$ cat src/rtl/pipe_hazard_ctrl_if.sv
// Pipeline-to-hazard-controller bundle: stage instructions, branch and data
// memory handshake toward the controller; stage enables/clears, state and
// performance counters back to the pipeline.
interface pipe_hazard_ctrl_if #(
  parameter int CNT_W = 32
);
  logic [31:0]      id_inst;
  logic [31:0]      ex_inst;
  logic             ex_br_taken;
  logic             mem_req;
  logic             mem_ack;
  logic             pc_en;
  logic             ifid_en;
  logic             ifid_clr;
  logic             idex_en;
  logic             idex_clr;
  logic [1:0]       state;
  logic             mem_timeout;
  logic [CNT_W-1:0] stall_cnt;
  logic [CNT_W-1:0] flush_cnt;

  modport master (
    output id_inst, ex_inst, ex_br_taken, mem_req, mem_ack,
    input  pc_en, ifid_en, ifid_clr, idex_en, idex_clr,
    input  state, mem_timeout, stall_cnt, flush_cnt
  );

  modport slave (
    input  id_inst, ex_inst, ex_br_taken, mem_req, mem_ack,
    output pc_en, ifid_en, ifid_clr, idex_en, idex_clr,
    output state, mem_timeout, stall_cnt, flush_cnt
  );
endinterface

$ cat src/rtl/pipe_hazard_ctrl.sv
// Hazard controller for a 5-stage pipeline: load-use bubbles, two-cycle
// branch flush (synchronous IMEM), data-memory wait with timeout to ERR,
// and saturating stall/flush performance counters.
//
// state    | meaning
// RUN      | normal flow; detect memstall, taken branch, load-use
// FLUSH    | second wrong-path fetch being discarded from IF/ID
// MEM_WAIT | data memory access outstanding, pipeline frozen
// ERR      | memory timed out; frozen until reset
module pipe_hazard_ctrl #(
  parameter int TIMEOUT_CYC = 255,
  parameter int CNT_W       = 32
) (
  input logic clk,
  input logic reset,
  pipe_hazard_ctrl_if.slave bus
);

  typedef enum logic [1:0] {
    RUN      = 2'd0,
    FLUSH    = 2'd1,
    MEM_WAIT = 2'd2,
    ERR      = 2'd3
  } state_t;

  localparam logic [7:0] TIMEOUT_LIM = 8'(TIMEOUT_CYC);

  localparam logic [6:0] OP_LOAD   = 7'b0000011;
  localparam logic [6:0] OP_IMM    = 7'b0010011;
  localparam logic [6:0] OP_JALR   = 7'b1100111;
  localparam logic [6:0] OP_REG    = 7'b0110011;
  localparam logic [6:0] OP_STORE  = 7'b0100011;
  localparam logic [6:0] OP_BRANCH = 7'b1100011;

  state_t           state_q, state_nx;
  logic [7:0]       wait_q, wait_nx;
  logic             pend_q, pend_nx;
  logic [CNT_W-1:0] stall_q, flush_q;
  logic             flush_inc;

  logic             pc_en, ifid_en, ifid_clr, idex_en, idex_clr;
  logic             id_rs1, id_rs2, lu, memstall;
  logic [6:0]       id_op, ex_op;
  logic [4:0]       ex_rd;
  logic             unused_bits;

  assign id_op    = bus.id_inst[6:0];
  assign ex_op    = bus.ex_inst[6:0];
  assign ex_rd    = bus.ex_inst[11:7];
  assign memstall = bus.mem_req & ~bus.mem_ack;

  assign unused_bits = ^{bus.id_inst[31:25], bus.id_inst[14:7], bus.ex_inst[31:12]};

  // Which source registers the instruction in ID actually reads.
  always_comb begin
    id_rs1 = 1'b0;
    id_rs2 = 1'b0;
    if (bus.id_inst != 32'd0) begin
      case (id_op)
        OP_IMM, OP_LOAD, OP_JALR: id_rs1 = 1'b1;
        OP_REG, OP_STORE, OP_BRANCH: begin
          id_rs1 = 1'b1;
          id_rs2 = 1'b1;
        end
        default: ;
      endcase
    end
  end

  assign lu = (ex_op == OP_LOAD) && (ex_rd != 5'd0) &&
              ((id_rs1 && (bus.id_inst[19:15] == ex_rd)) ||
               (id_rs2 && (bus.id_inst[24:20] == ex_rd)));

  // Next state and stage control; reset forces the RUN defaults.
  always_comb begin
    pc_en     = 1'b1;
    ifid_en   = 1'b1;
    ifid_clr  = 1'b0;
    idex_en   = 1'b1;
    idex_clr  = 1'b0;
    state_nx  = state_q;
    wait_nx   = wait_q;
    pend_nx   = pend_q;
    flush_inc = 1'b0;
    if (!reset) begin
      case (state_q)
        RUN, FLUSH: begin
          if (memstall) begin
            pc_en    = 1'b0;
            ifid_en  = 1'b0;
            idex_en  = 1'b0;
            wait_nx  = 8'd1;
            state_nx = MEM_WAIT;
            // A flush interrupted by the stall must still discard IF/ID later.
            if (state_q == FLUSH) pend_nx = 1'b1;
          end else if (state_q == FLUSH) begin
            ifid_clr = 1'b1;
            state_nx = RUN;
          end else if (bus.ex_br_taken) begin
            ifid_clr  = 1'b1;
            idex_clr  = 1'b1;
            flush_inc = 1'b1;
            state_nx  = FLUSH;
          end else if (lu) begin
            pc_en    = 1'b0;
            ifid_en  = 1'b0;
            idex_clr = 1'b1;
          end
        end
        MEM_WAIT: begin
          if (!bus.mem_ack) begin
            pc_en   = 1'b0;
            ifid_en = 1'b0;
            idex_en = 1'b0;
            if (wait_q == TIMEOUT_LIM) state_nx = ERR;
            else wait_nx = wait_q + 8'd1;
          end else begin
            state_nx = RUN;
            pend_nx  = 1'b0;
            if (bus.ex_br_taken) begin
              ifid_clr  = 1'b1;
              idex_clr  = 1'b1;
              flush_inc = 1'b1;
              state_nx  = FLUSH;
            end else if (lu) begin
              pc_en    = 1'b0;
              ifid_en  = 1'b0;
              idex_clr = 1'b1;
            end
            if (pend_q) ifid_clr = 1'b1;
          end
        end
        default: begin
          pc_en   = 1'b0;
          ifid_en = 1'b0;
          idex_en = 1'b0;
        end
      endcase
    end
  end

  // State, wait timer and saturating performance counters.
  always_ff @(posedge clk) begin
    if (reset) begin
      state_q <= RUN;
      wait_q  <= 8'd0;
      pend_q  <= 1'b0;
      stall_q <= '0;
      flush_q <= '0;
    end else begin
      state_q <= state_nx;
      wait_q  <= wait_nx;
      pend_q  <= pend_nx;
      if (!pc_en && (stall_q != '1)) stall_q <= stall_q + 1'b1;
      if (flush_inc && (flush_q != '1)) flush_q <= flush_q + 1'b1;
    end
  end

  assign bus.pc_en       = pc_en;
  assign bus.ifid_en     = ifid_en;
  assign bus.ifid_clr    = ifid_clr;
  assign bus.idex_en     = idex_en;
  assign bus.idex_clr    = idex_clr;
  assign bus.state       = state_q;
  assign bus.mem_timeout = (state_q == ERR);
  assign bus.stall_cnt   = stall_q;
  assign bus.flush_cnt   = flush_q;

endmodule

$ cat src/flat_wrapper.sv
// flat-port wrapper written by rule: the top's interface ports become plain ports
module pipe_hazard_ctrl_flat 
#(
  parameter int TIMEOUT_CYC = 255,
  parameter int CNT_W       = 32
)
  (clk, reset, bus_id_inst, bus_ex_inst, bus_ex_br_taken, bus_mem_req, bus_mem_ack, bus_pc_en, bus_ifid_en, bus_ifid_clr, bus_idex_en, bus_idex_clr, bus_state, bus_mem_timeout, bus_stall_cnt, bus_flush_cnt);
  pipe_hazard_ctrl_if #(.CNT_W(CNT_W)) bus_i ();
  input logic clk;
  input logic reset;
  input wire logic [$bits(bus_i.id_inst)-1:0] bus_id_inst;
  input wire logic [$bits(bus_i.ex_inst)-1:0] bus_ex_inst;
  input wire logic [$bits(bus_i.ex_br_taken)-1:0] bus_ex_br_taken;
  input wire logic [$bits(bus_i.mem_req)-1:0] bus_mem_req;
  input wire logic [$bits(bus_i.mem_ack)-1:0] bus_mem_ack;
  output wire logic [$bits(bus_i.pc_en)-1:0] bus_pc_en;
  output wire logic [$bits(bus_i.ifid_en)-1:0] bus_ifid_en;
  output wire logic [$bits(bus_i.ifid_clr)-1:0] bus_ifid_clr;
  output wire logic [$bits(bus_i.idex_en)-1:0] bus_idex_en;
  output wire logic [$bits(bus_i.idex_clr)-1:0] bus_idex_clr;
  output wire logic [$bits(bus_i.state)-1:0] bus_state;
  output wire logic [$bits(bus_i.mem_timeout)-1:0] bus_mem_timeout;
  output wire logic [$bits(bus_i.stall_cnt)-1:0] bus_stall_cnt;
  output wire logic [$bits(bus_i.flush_cnt)-1:0] bus_flush_cnt;
  assign bus_i.id_inst = bus_id_inst;
  assign bus_i.ex_inst = bus_ex_inst;
  assign bus_i.ex_br_taken = bus_ex_br_taken;
  assign bus_i.mem_req = bus_mem_req;
  assign bus_i.mem_ack = bus_mem_ack;
  assign bus_pc_en = bus_i.pc_en;
  assign bus_ifid_en = bus_i.ifid_en;
  assign bus_ifid_clr = bus_i.ifid_clr;
  assign bus_idex_en = bus_i.idex_en;
  assign bus_idex_clr = bus_i.idex_clr;
  assign bus_state = bus_i.state;
  assign bus_mem_timeout = bus_i.mem_timeout;
  assign bus_stall_cnt = bus_i.stall_cnt;
  assign bus_flush_cnt = bus_i.flush_cnt;
  pipe_hazard_ctrl #(.TIMEOUT_CYC(TIMEOUT_CYC), .CNT_W(CNT_W)) u_core (.clk(clk), .reset(reset), .bus(bus_i));
endmodule
$ cat config.mk
export PLATFORM = sky130hd
export DESIGN_NAME = pipe_hazard_ctrl_flat
export DESIGN_NICKNAME = d
export VERILOG_FILES = /design/src/rtl/pipe_hazard_ctrl_if.sv /design/src/rtl/pipe_hazard_ctrl.sv /design/src/flat_wrapper.sv
export SDC_FILE = /design/constraint.sdc
export NUM_CORES = 1
export LEC_CHECK = 0
export ABC_AREA = 0
export CORE_ASPECT_RATIO = 1.1
export CORE_MARGIN = 3
export CORE_UTILIZATION = 49
export DETAILED_ROUTE_END_ITERATION = 16
export HOLD_SLACK_MARGIN = 0.06
export PLACE_DENSITY = 0.9
export SLEW_MARGIN = 10
export SYNTH_ARGS = -nofsm -noshare
export SYNTH_HDL_FRONTEND = slang
export SYNTH_SLANG_ARGS = --single-unit
$ cat constraint.sdc
create_clock -name clk -period 6.11 [get_ports clk]
set_input_delay 1.222 -clock clk [delete_from_list [all_inputs] [get_ports clk]]
set_output_delay 1.222 -clock clk [all_outputs]
set_load 0.01 [all_outputs]
==> reports/metrics.yaml, run 1 <==
synth_mux_area_share_pct: 1.576
antenna_found_initial: 0
clockBufferDepth: 2
first_pass_iters: 5
area_growth_pct: 37.79
drt-initial-drc-count: 196
drive_above_1_share_pct: 5.360
criticalPathCategory: "in2out"
maxSlewHeadroom_pct: 44.19
antennaDiodeCount: 0
rsz0062_at_grt: "false"
syn_area_per_cell_sq_um: 8.271
mostFrequentLayoutCell: "clkdlybuf4s50_1"
grt_pass1_wl_um: 17640
insertion_delay_ns: 0.35
vias: 4063
synthAdderAreaFrac_pct: 0.9455
cp-start-kind: "input port"
post_cts_resized: 0
end_kind: "output port"
synthXorXnorAreaFrac_pct: 9.486
worstPathArrival_ns: 3.55
critPathTopFamily: "buffers and inverters"
ys_ff_latch: 75
start_util_pct: 51.69
die_w_um: 91.83
critical_path_required_ns: 4.89
seq_area_sq_mm: 0.001501
multi_input_area_sq_mm: 0.002307
cts_made_buffers: 9
status: "finished, final reports clean"
dp.final_hpwl_um: 7783
final_nets: 664
final_core_util_pct: 71.23
cts_tree: "built"
nFillCells: 613
clkTransAtPathRegs_ns: 0.07
root_buffer: "clkbuf_8"
grt_max_degree: 56
ys_warn_count: 0
synth_edf_count: 0
grt_pass1_vias: 3839
pwr_density_cell_mw_per_mm2: 199.6
fin_crit_sh_pct: 78.05
skew_ns: 0.009562
io_pins: 141
cts_setup_buffers: 0
antenna_left: 0
syn_area_sq_mm: 0.003970
slowest_delay_ns: 0.51
crit_chain: "clkdlybuf4s50_1 -> xor2_1 -> a2111oi_0 -> nand4_1 -> a211oi_2 -> nor2_1 -> clkdlybuf4s50_1"
setup_violations: 0
h-tree-depth: 3
grt_usage_pct: 23.12
leakage_nw: 1.853
chipHeight_um: 100.4
wl_per_cell_um: 15.45
setup_tns_ns: 0
cap_violations: 0
seq_area_frac_synth_pct: 37.82
ys_types: 50
final_cells: 702
wl_um: 10850
vias_per_cell: 5.788
synth_compound_area_share_pct: 13.43
dpl.cell_count: 685
drc: 0
die-area_sq_mm: 0.009220
core_region_area_sq_mm: 0.007680
p_total_mw: 1.092
rows: 33
holdBufCountCts: 0
cp_common_cell: "clkdlybuf4s50_1"
slew_viol_final: 0
tightestPinTransition_ns: 0.8295
grt.overflow.total: 0
finalHoldViolations: 0
synthArstFlopShare_pct: 0
vdd_drop_max_uv: 173.9
hp-class: "reg2reg"
cts.sinks: 75
portBuffers: 120
yosys.area_share.simple_pct: 32.68
synth_flop_cell: "dfxtp_1"
min_period_ns: 4.769
syn_nets: 552
worst-path-max-fanout: 4
synth_top_family_by_area: "simple AND/OR/NAND/NOR gates"
syn_inst: 480
crit_buf_inv: 2
layout_common_cells: "clkdlybuf4s50_1, dfxtp_1, nor2_1"
max_freq_ghz: 0.2097
crit_slowest_cell: "clkdlybuf4s50_1"
place_congestion: 0.8365
[metal layers]
layer	part of all wire, %	wire length [um]	GRT usage [%]	up-vias
li1	-	-	-	1995
met1	43	4663	27.96	1927
met2	49	5341	40.30	133
met3	6.7	727	6.222	8
met4	1.1	116	6.857	0
met5	0	0	0	-
[cell usage after synthesis (all sizes together), types with 7 or more instances]
cell type | count | area [sq um]
o21ai | 20 | 111.4
xor2 | 35 | 306.5
o31ai | 9 | 67.56
nand2 | 34 | 127.6
xnor2 | 8 | 70.07
or3 | 19 | 123.9
nand3 | 23 | 115.1
o41ai | 7 | 61.31
and3 | 17 | 106.4
nand4 | 29 | 181.4
clkbuf | 13 | 48.80
inv | 11 | 41.29
a21oi | 28 | 140.1
nor2 | 54 | 202.7
buf | 8 | 71.32
dfxtp | 75 | 1501
or4 | 10 | 78.82
nor3 | 8 | 45.04
nor4 | 17 | 106.4
o311ai | 7 | 61.31
[registers in the layout, summed over array words and instances, names as in the netlist]
register / flops
u_core.bus.flush_cnt: 32
u_core.bus.state: 2
u_core.pend_q: 1
u_core.wait_q: 8
u_core.bus.stall_cnt: 32
[worst min-delay path, cell delays in order (launching register included)]
cell	delay, ns
dfxtp_1	0.33
nand2_1	0.06
a21oi_1	0.05
[power by group]
| group | switching (mW) | internal, mW | total, mW |
|---|---|---|---|
| combinational | 0.0409 | 0.0487 | 0.0897 |
| clock | 0.191 | 0.314 | 0.506 |
| sequential | 0.00525 | 0.491 | 0.496 |
| total | 0.237 | 0.854 | 1.09 |
[cells by family after synthesis]
kind of cell | Yosys count
AOI/OAI and AO/OA | 82
xor gates and xnor gates | 43
adders and majority gates | 3
buffers and inverters | 32
DFF | 75
muxes | 6
and+or+nand+nor | 239
[area by class of cell]
type                    count  share of cell area, %
clock buffers              10                  2.333
repair buffers            122                  22.37
multi-input cells         373                  42.18
clock inverters             6                  2.516
flip-flops and latches     75                  27.45
well taps                 105                  2.402
inverters                  11                 0.7548
[final timing paths]
check	slack, ns	start	endpoint	depth (start not counted)
worst max-delay path	1.34	bus_ex_inst[8]	bus_pc_en	7
worst min-delay path	0.47	u_core.pend_q	u_core.pend_q	2
worst max register to register	3.31	u_core.bus.stall_cnt[0]	u_core.bus.stall_cnt[5]	9
worst min register to register	0.47	u_core.pend_q	u_core.pend_q	2
[per-stage QoR]
step / instance area (sq um) / setup slack, ns / hold WS (ns)
after floorplan: 3970 / 2.316 / 0.4422
after global placement: 5185 / 1.354 / 0.4506
after detailed placement: 5185 / 1.322 / 0.4641
after CTS: 5450 / 1.321 / 0.4744
after global routing: 5470 / 1.154 / 0.5098
final: 5470 / 1.341 / 0.4732
No activity file was read; power rests on OpenSTA's default activity.
==> inputs of run 2 (changes only) <==
- CORE_UTILIZATION: 49 -> 41
- PLACE_DENSITY: 0.9 -> 0.81
- clock period: 6.11 -> 4.2 ns (I/O delays scaled with it)
==> run 2 against run 1 <==
Compared with the run above:
- critical path depth is 1 higher
- core utilization is 14 points lower
- die area is 18% higher
- hold slack better by 0.0049 ns
- sequential share of layout area is 0.26 points higher
- setup slack worse by 1.1 ns
- final area is 0.94% lower
- total power is 32% higher
- via count hardly changed
- first-iteration DRC count is 16% lower
- wire length is 1.5% higher
- combinational power is 43% higher
==> reports/metrics.yaml, run 2 (synthesized netlist as in run 1, its figures left out) <==
rsz0062_at_grt: "false"
setup_tns_ns: 0  # unchanged
criticalPathCategory: "in2out"
place_congestion: 0.8316  # -0.59%
power_frac_clock_pct: 41.0  # -5.3 points
cts_setup_buffers: 0  # unchanged
first_pass_iters: 5  # unchanged
critical_path_required_ns: 3.36  # -1.53 ns
clockBufferDepth: 2  # unchanged
tightestPinTransition_ns: 1.169  # +0.3392 ns
grt_usage_pct: 20.10  # -3.0 points
crit_chain: "clkdlybuf4s50_1 -> xor2_1 -> a2111oi_1 -> nand4_1 -> a21oi_1 -> nor2_1 -> nor3_1 -> clkdlybuf4s50_1"
finalHoldViolations: 0  # unchanged
h-tree-depth: 3  # unchanged
maxSlewHeadroom_pct: 21.79  # -22 points
final_nets: 665  # +0.15%
stdcell_area_sq_mm: 0.005419  # -0.94%
intPower_mw: 1.113  # +30%
p_seq_share_pct: 50.2  # +4.7 points
max_freq_ghz: 0.2545
drt-initial-drc-count: 164  # -16%
crit_slowest_cell: "clkdlybuf4s50_1"
end_kind: "output port"
cp-start-kind: "input port"
core_region_area_sq_mm: 0.009398  # +22%
swShare_pct: 22.78  # +1.0 points
portBuffers: 120  # unchanged
vias_per_cell: 5.704  # -1.4%
die-area_sq_mm: 0.01090  # +18%
root_buffer: "clkbuf_8"
clkTransAtPathRegs_ns: 0.08  # about the same
grt_pass1_vias: 3961  # +3.2%
area_growth_pct: 36.50
fin_crit_sh_pct: 93.54
setup_violations: 0  # unchanged
chipHeight_um: 109.2  # +8.8%
slowest_delay_ns: 0.56  # +0.05 ns
hp-class: "reg2reg"
critPathTopFamily: "buffers and inverters"
antenna_left: 0  # unchanged
final_core_util_pct: 57.66  # -14 points
status: "finished, final reports clean"
worstPathArrival_ns: 3.09  # -0.46 ns
grt_pass1_wl_um: 18080  # +2.5%
leakage_nw: 1.828  # -1.3%
worst-path-max-fanout: 3  # -1
combPwrFrac_pct: 8.9  # +0.7 points
postPlaceCellArea_sq_mm: 0.005215  # +0.58%
dp.final_hpwl_um: 8124  # +4.4%
min_period_ns: 3.929
r2r_slack_ns: 1.20  # -2.11 ns
start_util_pct: 42.24  # -9.4 points
cap_violations: 0  # unchanged
nFillCells: 863  # +41%
vias: 4067  # +0.098%
drc: 0  # unchanged
io_pins: 141  # unchanged
skew_ns: 0.01384  # +0.004275 ns
mostFrequentLayoutCell: "clkdlybuf4s50_1"
layout_common_cells: "clkdlybuf4s50_1, dfxtp_1, nor2_1"
wl_per_cell_um: 15.44  # -0.11%
cp_common_cell: "clkdlybuf4s50_1"
drive_above_1_share_pct: 5.369  # +0.0090 points
power.switching_uw: 328.2  # +38%
cts_tree: "built"
antennaDiodeCount: 0  # unchanged
rows: 37  # +12%
cts.sinks: 75  # unchanged
wl_um: 11010  # +1.5%
insertion_delay_ns: 0.34  # about the same
pwr_density_cell_mw_per_mm2: 265.9  # +33%
grt.overflow.total: 0  # unchanged
dpl.cell_count: 699  # +2.0%
antenna_found_initial: 0  # unchanged
grt_max_degree: 68  # +21%
cts_made_buffers: 9  # unchanged
final_cells: 713  # +1.6%
die_w_um: 99.83  # +8.7%
slew_viol_final: 0  # unchanged
vdd_drop_max_uv: 158.4  # -8.9%
crit_buf_inv: 2  # unchanged
[run 2: changes by cell type in the layout (fill, tap and decap cells not counted)]
| cell | previous run | this run |
|---|---|---|
| buf_12 | 1 | 0 |
| buf_4 | 1 | 3 |
| clkinv_4 | 2 | 0 |
| clkbuf_1 | 1 | 0 |
| a2111oi_1 | 0 | 1 |
| clkinv_2 | 0 | 2 |
| inv_6 | 0 | 1 |
| bufinv_16 | 4 | 2 |
| a2111oi_0 | 1 | 0 |
[run 2: path summary, 6_finish.rpt]
path                            from                       end  cells past startpoint
min                    u_core.pend_q             u_core.pend_q                      2
max                   bus_ex_inst[8]              bus_idex_clr                      8
min reg2reg            u_core.pend_q             u_core.pend_q                      2
max reg2reg  u_core.bus.stall_cnt[0]  u_core.bus.stall_cnt[25]                      8
[run 2: area by class of cell]
class | count | area, sq um | share of cell area (%)
Clock buffer | 9 | 123.9 | 2.286
Clock inverter | 5 | 78.83 | 1.455
Inverter | 11 | 41.29 | 0.7619
Multi-Input combinational cell | 373 | 2308 | 42.60
Sequential cell | 75 | 1501 | 27.71
Tap cell | 117 | 146.4 | 2.701
Timing Repair Buffer | 123 | 1219 | 22.49
[run 2: what timing repair did]
| action | in CTS | in global routing |
|---|---|---|
| endpoints found under the setup margin | 0 | 1 |
| hold buffers | 0 | 0 |
| gates resized for setup | 0 | 1 |
[run 2: power by group through the flow]
stage | sequential (mW) | clock (mW) | combinational [mW]
final | 0.723 | 0.590 | 0.128
after global routing | 0.723 | 0.634 | 0.140
after floorplan | 0.737 | 0 | 0.0586
after CTS | 0.723 | 0.602 | 0.129
after global placement | 0.739 | 0 | 0.125
after detailed placement | 0.739 | 0 | 0.129
[run 2: worst reg2reg max path, cell delays in order, from the launching register on]
cell and delay, ns:
dfxtp_1 0.44, ha_1 0.31, nand4_1 0.16, or4_4 0.51, nand3b_4 0.24, or3_4 0.38, o21ai_4 0.42, o311ai_0 0.30
o41ai_1 0.11
[run 2: per-stage QoR]
stage | setup slack [ns] | hold slack [ns] | total power [mW]
after floorplan | 1.170 | 0.4422 | 0.7954
after global placement | 0.2057 | 0.4493 | 0.8644
after detailed placement | 0.1925 | 0.4708 | 0.8678
after CTS | 0.1908 | 0.4813 | 1.453
after global routing | 0.05385 | 0.5073 | 1.497
final | 0.2712 | 0.4781 | 1.441
[run 2: routing by layer]
metal	GRT usage (%)	up-vias	routed length, um
met1	23.05	1945	4549
met2	35.89	111	5652
li1	-	1992	-
met5	0	-	0
met3	4.415	19	599
met4	8.488	0	206
